[src/rtl/alu_issue.sv]
// rtl/alu_issue.sv - issue/writeback controller for the 3-bit-command ALU with a 4x8 register file
module alu_issue #(
    parameter int A = 3
) (
    input  logic         clk,
    input  logic         reset_n,
    input  logic         instr_valid,
    input  logic [8:0]   instr,
    output logic         instr_ready,
    input  logic         wr_en,
    input  logic [1:0]   wr_addr,
    input  logic [7:0]   wr_data,
    output logic [A-1:0] alu_cmd,
    output logic [7:0]   inA,
    output logic [7:0]   inB,
    output logic         sc_i,
    input  logic [7:0]   rslt,
    input  logic         sc_o,
    input  logic         pari,
    output logic         done,
    output logic [1:0]   wb_addr,
    output logic [7:0]   wb_data,
    output logic         carry_flag,
    output logic         parity_flag,
    output logic         busy
);

    typedef enum logic [1:0] {
        S_IDLE = 2'd0,
        S_EXEC = 2'd1,
        S_WB   = 2'd2
    } state_t;

    state_t      state;
    state_t      state_nx;
    logic [7:0]  regs [4];
    logic [8:0]  instr_q;
    logic [2:0]  cmd_q;
    logic [1:0]  ra_q;
    logic [1:0]  rb_q;
    logic [1:0]  rd_q;
    logic        accept;
    logic        accept_op;

    assign cmd_q = instr_q[8:6];
    assign ra_q  = instr_q[5:4];
    assign rb_q  = instr_q[3:2];
    assign rd_q  = instr_q[1:0];

    // Preload wins over issue, and nothing is accepted while reset is held.
    assign instr_ready = reset_n & (state == S_IDLE) & ~wr_en;
    assign accept      = instr_valid & instr_ready;
    assign accept_op   = accept & (instr[8:6] != 3'b000);

    assign busy = (state != S_IDLE);
    assign sc_i = carry_flag;

    always_comb begin
        state_nx = state;
        alu_cmd  = '0;
        inA      = 8'h00;
        inB      = 8'h00;
        case (state)
            S_IDLE: begin
                if (accept_op) begin
                    state_nx = S_EXEC;
                end
            end
            S_EXEC: begin
                alu_cmd  = A'(cmd_q);
                inA      = regs[ra_q];
                inB      = regs[rb_q];
                state_nx = S_WB;
            end
            S_WB: begin
                state_nx = S_IDLE;
            end
            default: begin
                state_nx = S_IDLE;
            end
        endcase
    end

    always_ff @(posedge clk or negedge reset_n) begin
        if (!reset_n) begin
            state <= S_IDLE;
        end else begin
            state <= state_nx;
        end
    end

    always_ff @(posedge clk or negedge reset_n) begin
        if (!reset_n) begin
            instr_q <= 9'h000;
        end else if (accept) begin
            instr_q <= instr;
        end
    end

    // wb_data doubles as the captured result register, so the WB write and the
    // reported value can never disagree.
    always_ff @(posedge clk or negedge reset_n) begin
        if (!reset_n) begin
            done        <= 1'b0;
            wb_addr     <= 2'd0;
            wb_data     <= 8'h00;
            carry_flag  <= 1'b0;
            parity_flag <= 1'b0;
        end else begin
            done <= (state == S_EXEC);
            if (state == S_EXEC) begin
                wb_addr     <= rd_q;
                wb_data     <= rslt;
                carry_flag  <= sc_o;
                parity_flag <= pari;
            end
        end
    end

    always_ff @(posedge clk or negedge reset_n) begin
        if (!reset_n) begin
            for (int i = 0; i < 4; i++) begin
                regs[i] <= 8'h00;
            end
        end else if (state == S_WB) begin
            regs[rd_q] <= wb_data;
        end else if ((state == S_IDLE) && wr_en) begin
            regs[wr_addr] <= wr_data;
        end
    end

endmodule

[config.mk]
export PLATFORM = sky130hd
export DESIGN_NAME = alu_issue
export DESIGN_NICKNAME = d
export VERILOG_FILES = /design/src/rtl/alu_issue.sv
export SDC_FILE = /design/constraint.sdc
export NUM_CORES = 1
export LEC_CHECK = 0
export BUFFER_PORTS_ARGS = -buffer_cell sky130_fd_sc_hd__buf_2
export CORE_UTILIZATION = 50
export CTS_BUF_LIST = sky130_fd_sc_hd__clkbuf_4 sky130_fd_sc_hd__clkbuf_8
export CTS_CLUSTER_DIAMETER = 120
export CTS_CLUSTER_SIZE = 25
export DETAILED_ROUTE_END_ITERATION = 12
export PLACE_DENSITY = 0.83
export SYNTH_ARGS = -nofsm -noshare
export SYNTH_HDL_FRONTEND = slang
export SYNTH_SLANG_ARGS = --single-unit
[constraint.sdc]
create_clock -name clk -period 1.6 [get_ports clk]
set_input_delay 0.32 -clock clk [delete_from_list [all_inputs] [get_ports clk]]
set_output_delay 0.32 -clock clk [all_outputs]
set_load 0.005 [all_outputs]
==> out/metrics.yaml, run 1 <==
swShare_pct: 30.5
dieArea_mm2: 0.00642
crit_type: "flop to output pin"
r2r_setup_slack_ns: 0.08
routed_wl_um: 7270
diodes: 0
cts_buffers: 5
port_buffers: 67
ys_types: 37
endpoint_kind: "output pin"
synthTopCellsByArea: "dfrtp_1 (46%), mux4_2 (12%), a22oi_1 (5.9%)"
required_ns: 1.28
r2r-start: "state[1]$_DFFE_PN0P_"
io_pins: 68
dr_total_vias: 2427
p_leak_nw: 1.81
yosys.area.top_type: "dfrtp_1"
synth-async-reset-ratio_pct: 100
worstPathMaxFanout: 7
initial_core_util_pct: 51.6
hpwl_um: 5120
yosys_register_bits: 56
grtUsageTotal_pct: 24.5
wl_per_cell_um: 16.6
final_common_cell: "buf_2"
avgSynthCellArea_um2: 10.9
crit_path_start: "instr_q[4]$_DFFE_PN0P_"
slew_headroom_pct: 53.6
core_area_mm2: 0.00592
cts_max_path_buffers: 2
ys_seq_area_share_pct: 45.9
drt_iter0_markers: 226
htree_levels: 2
synth_top_area_share_pct: 45.9
die_y_um: 80.2
synth-warning-count: 0
netlist_area_mm2: 0.00305
postRouteAntennaNets: 0
worst_pin_slew_ns: 0.696
cts_tree: "yes"
cts_sinks: 56
period_share_pct: 123
grt_overflow_total: 0
p_sw_mw: 1.22
pwr-share-clk_pct: 23.4
final_util_pct: 63.5
grt_start_max_net_pins: 57
drv_slew: 0
syn-num-nets: 312
power.density_mw_per_mm2: 1060
vdd_ir_drop_max_mv: 0.627
p_int_mw: 2.78
final_layout_size_suffix_gt1_share_pct: 38.8
antenna_found_initial: 0
syn_inst: 279
rsz0062_at_grt: "yes"
syn_to_final_growth_pct: 23.0
clock_latency_ns: 0.32
num_rows: 28
timing.hold.ws_ns: 0.182
first_pass_iters: 6
maxCapViolCount: 0
synth_edf_count: 0
cts-root-buf: "clkbuf_8"
p_comb_share_pct: 26.7
hold_viol_final: 0
setup_viol: 20
start_kind: "flop"
final_cell_mix: "buf_2 (67), dfrtp_1 (55), nand2_1 (45)"
layout_setup_ws_ns: -0.373
pwr-share-seq_pct: 49.9
yosys_most_used_dff: "dfrtp_1"
finalCriticalPeriod_ns: 1.97
violations: "negative setup slack"
die_w_um: 80.2
gp_congestion: 0.852
avgViaCountPerCell: 5.54
holdBufCountCts: 0
clock.fmax_ghz: 0.507
nets: 395
clk_pin_slew_ns: 0.10
grt_pass1_wl_um: 11600
status: "finished with violations"
critPathArrivalTime_ns: 1.65
fin_skew_ns: 0.0109
min-delay-path-class: "primary input to asynchronous set/reset pin"
first_global_vias: 2327
drc: 0
-- power by group through the flow --
stage                     Sequential [mW]  Clock [mW]  Combinational [mW]
after floorplan                      1.89           0               0.728
after global placement               1.99           0                1.02
after detailed placement             2.02           0                1.05
after CTS                            1.99       0.947                1.06
after global routing                 2.04       0.993                1.18
final                                2.00       0.936                1.07
-- per-stage QoR --
stage,power [mW],instance area (um2),setup slack (ns),TNS [ns],cells
CTS,4.00,3730,-0.384,-6.04,438
floorplan,2.62,3050,0.0872,0,279
finish,4.00,3760,-0.373,-5.84,438
detailed placement,3.07,3600,-0.0465,-0.365,429
global route,4.21,3760,-0.432,-7.12,438
global placement,3.01,3600,0.00985,0,429
-- layer usage --
metal | vias to the layer above | GRT usage (%) | wire length (um)
met2 | 96 | 41.4 | 3700
met1 | 1159 | 31.1 | 2950
met4 | 0 | 9.82 | 104
met3 | 9 | 4.66 | 521
met5 | - | 0 | 0
li1 | 1163 | - | -
-- layout make-up --
cell class                      instances  area [um2]
Clock buffer                            5        68.8
Clock inverter                          3        42.5
Fill cell                             483        2160
Inverter                               19        71.3
Multi-Input combinational cell        190        1540
Sequential cell                        56        1400
Tap cell                               75        93.8
Timing Repair Buffer                   90         537
-- worst paths after layout --
path	to	depth (start not counted)
worst max-delay path	inA[1]	4
worst min-delay path	regs[25]$_DFFE_PN0P_	2
worst max register to register	regs[13]$_DFFE_PN0P_	6
worst min register to register	parity_flag$_DFFE_PN0N_	2
max in group asynchronous	state[1]$_DFFE_PN0P_	2
min in group clk	wb_data[3]$_DFFE_PN0N_	3
-- worst max-delay path, stage by stage, from the launching register on --
cell and delay, ns:
dfrtp_1 0.42, buf_12 0.16, mux4_2 0.51, nor2b_4 0.14, buf_2 0.12
-- kinds of logic (layout without fill, tap and decap cells) --
kind of cell | Yosys count | count (layout) | synth area share, %
AO/OA/AOI/OAI | 56 | 56 | 12.7
buffers and inverters | 33 | 117 | 4.79
flip-flops | 56 | 56 | 45.9
multiplexers | 41 | 41 | 20.4
AND/OR/NAND/NOR | 93 | 93 | 16.2
-- synthesized netlist by cell type, drive strengths merged (8+ instances only) --
master / number
dfrtp: 56
nand2: 46
a22oi: 24
inv: 19
mux2i: 16
mux4: 16
nor2b: 16
nor2: 12
o21ai: 11
a21oi: 10
buf: 10
mux2: 9
a32oi: 8
-- state kept, by name (all words and copies together), names as in the netlist --
name         cells
parity_flag      1
done             1
wb_data          8
carry_flag       1
wb_addr          2
regs            32
state            2
instr_q          9
-- what timing repair did --
| action | CTS | global route |
|---|---|---|
| cloned | 0 | 0 |
| pin swaps | 1 | 0 |
| resized for setup | 4 | 4 |
| setup buffers | 1 | 0 |
| endpoints found under the setup margin | 20 | 22 |
Power figures use the tool's default switching activity.
==> run 2: changes to the inputs <==
--- a/config.mk
+++ b/config.mk
@@ -12,6 +12,7 @@
 export CTS_CLUSTER_SIZE = 25
 export DETAILED_ROUTE_END_ITERATION = 12
 export PLACE_DENSITY = 0.83
+export RECOVER_POWER = 50
 export SYNTH_ARGS = -nofsm -noshare
 export SYNTH_HDL_FRONTEND = slang
 export SYNTH_SLANG_ARGS = --single-unit
==> run 2 against run 1 <==
  * The flow still finishes with violations (negative setup slack)
  * Sequential cell count unchanged
  * Global-route usage is the same
  * Register-to-register slack is essentially flat
  * First-iteration DRC count rose by 0.88%
  * Worst hold slack improved by 0.0026 ns
  * Clock power barely moved
  * Routed wire length about the same
  * Cell count stayed put
  * Clock skew is 0.0018 ns lower
  * Critical path type unchanged
==> out/metrics.yaml, run 2 (synthesis results as in run 1) <==
power_mw: 3.99
gp_congestion: 0.852
worstRegToRegCells: 6
fin_cells: 438
slowest_stage: "mux4_2"
min-delay-path-class: "primary input to flop"
worstPathMaxFanout: 7
drv_slew: 0
final_layout_size_suffix_gt1_share_pct: 37.7
vdd_ir_drop_max_mv: 0.627
p_leak_nw: 1.79
antenna_found_initial: 0
design_area_mm2: 0.00374
met1_usage_pct: 31.1
rsz0062_at_grt: "yes"
cts_sinks: 56
place_inst: 429
routed_wl_um: 7270
wl_per_cell_um: 16.6
p_comb_share_pct: 26.6
postRouteAntennaNets: 0
worst_pin_slew_ns: 1.36
first_global_vias: 2327
top_register: "regs"
drc: 0
largest_register_ffs: 32
first_pass_iters: 5
hp-start: "rslt[3]"
fin_tns_setup_ns: -5.84
final_cell_mix: "buf_2 (65), dfrtp_1 (55), nand2_1 (45)"
swShare_pct: 30.5
num_rows: 28
final_common_cell: "buf_2"
met3_usage_pct: 4.66
timing.hold.ws_ns: 0.185
status: "finished with violations"
grtUsageTotal_pct: 24.5
grt-busiest-layer: "met2"
syn_to_final_growth_pct: 22.6
clk_pin_slew_ns: 0.10
top_regs: "regs (32), instr_q (9), wb_data (8)"
htree_levels: 2
min_to: "wb_data[3]$_DFFE_PN0N_"
required_ns: 1.28
port_buffers: 67
diodes: 0
io_pins: 68
path_buf_inv: 2
slowest_delay_ns: 0.51
grt_overflow_total: 0
dieArea_mm2: 0.00642
r2r_setup_slack_ns: 0.08
grt_start_max_net_pins: 57
initial_core_util_pct: 51.6
cts-root-buf: "clkbuf_8"
start_kind: "flop"
p_sw_mw: 1.22
min_path_cells: 3
cts_max_path_buffers: 2
setup_viol: 20
clock_latency_ns: 0.32
placed_area_mm2: 0.00360
grt_pass1_wl_um: 11600
clock.fmax_ghz: 0.506
hold_viol_final: 0
period_share_pct: 124
cts_buffers: 5
p_int_mw: 2.78
core_area_mm2: 0.00592
pwr-share-clk_pct: 23.4
finalCriticalPeriod_ns: 1.98
critPathArrivalTime_ns: 1.66
die_w_um: 80.2
endpoint_kind: "output pin"
crit_type: "flop to output pin"
cp_cell_sequence: "buf_12, mux4_2, nor2b_4, buf_2"
power.density_mw_per_mm2: 1070
fin_skew_ns: 0.00915
drt_iter0_markers: 228
use_met2_pct: 41.4
slew_headroom_pct: 9.21
cts_tree: "yes"
violations: "negative setup slack"
final_util_pct: 63.3
avgViaCountPerCell: 5.54
rr_endpoint: "regs[13]$_DFFE_PN0P_"
die_y_um: 80.2
hpwl_um: 5120
pwr-share-seq_pct: 50.0
holdBufCountCts: 0
dp_slack_ns: -0.0465
nets: 395
dr_total_vias: 2427
maxCapViolCount: 0
critPathTopFamily: "multiplexers"
r2r-start: "state[1]$_DFFE_PN0P_"
layout_setup_ws_ns: -0.377
[run 2: cell types whose count changed in the layout (fill, tap and decap cells not counted), sizes merged]
cell,delta
clkbuf,+5
buf,-5
[run 2: layer usage]
layer	wire (um)	vias up
met1	2900	1173
met4	109	0
met2	3760	83
met3	494	9
met5	0	-
li1	-	1162
[run 2: tightest hold or removal path, stage by stage]
cell	delay, ns
buf_2	0.07
nand2_1	0.04
nand2_1	0.04
[run 2: layout make-up]
cell class | instances | area (um2)
tap | 75 | 93.8
clock buffer | 5 | 68.8
clock inverter | 3 | 42.5
inverter | 19 | 71.3
timing repair buffer | 90 | 524
sequential | 56 | 1400
multi-input combinational | 190 | 1540
fill | 487 | 2180
[run 2: worst max path at each step]
stage                                      start  endpoint  slack (ns)  cells past startpoint
after global routing      instr_q[4]$_DFFE_PN0P_    inA[6]       -0.43                      4
final                     instr_q[4]$_DFFE_PN0P_    inA[1]       -0.38                      4
after global placement    instr_q[2]$_DFFE_PN0P_    inB[2]        0.01                      4
after floorplan           instr_q[4]$_DFFE_PN0P_    inA[0]        0.09                      3
after detailed placement  instr_q[4]$_DFFE_PN0P_    inA[1]       -0.05                      4
after CTS                 instr_q[4]$_DFFE_PN0P_    inA[1]       -0.38                      4
[run 2: what timing repair did]
item,in CTS,in global routing
gates resized for setup,4,4
setup buffers,1,0
setup endpoints to repair,20,22
pin swaps,1,0
cloned,0,0
[run 2: power by group through the flow]
stage / clock (mW) / sequential (mW) / combinational, mW
finish: 0.934 / 2.00 / 1.06
global route: 0.993 / 2.04 / 1.17
floorplan: 0 / 1.89 / 0.728
CTS: 0.947 / 1.99 / 1.06
global placement: 0 / 1.99 / 1.02
detailed placement: 0 / 2.02 / 1.05
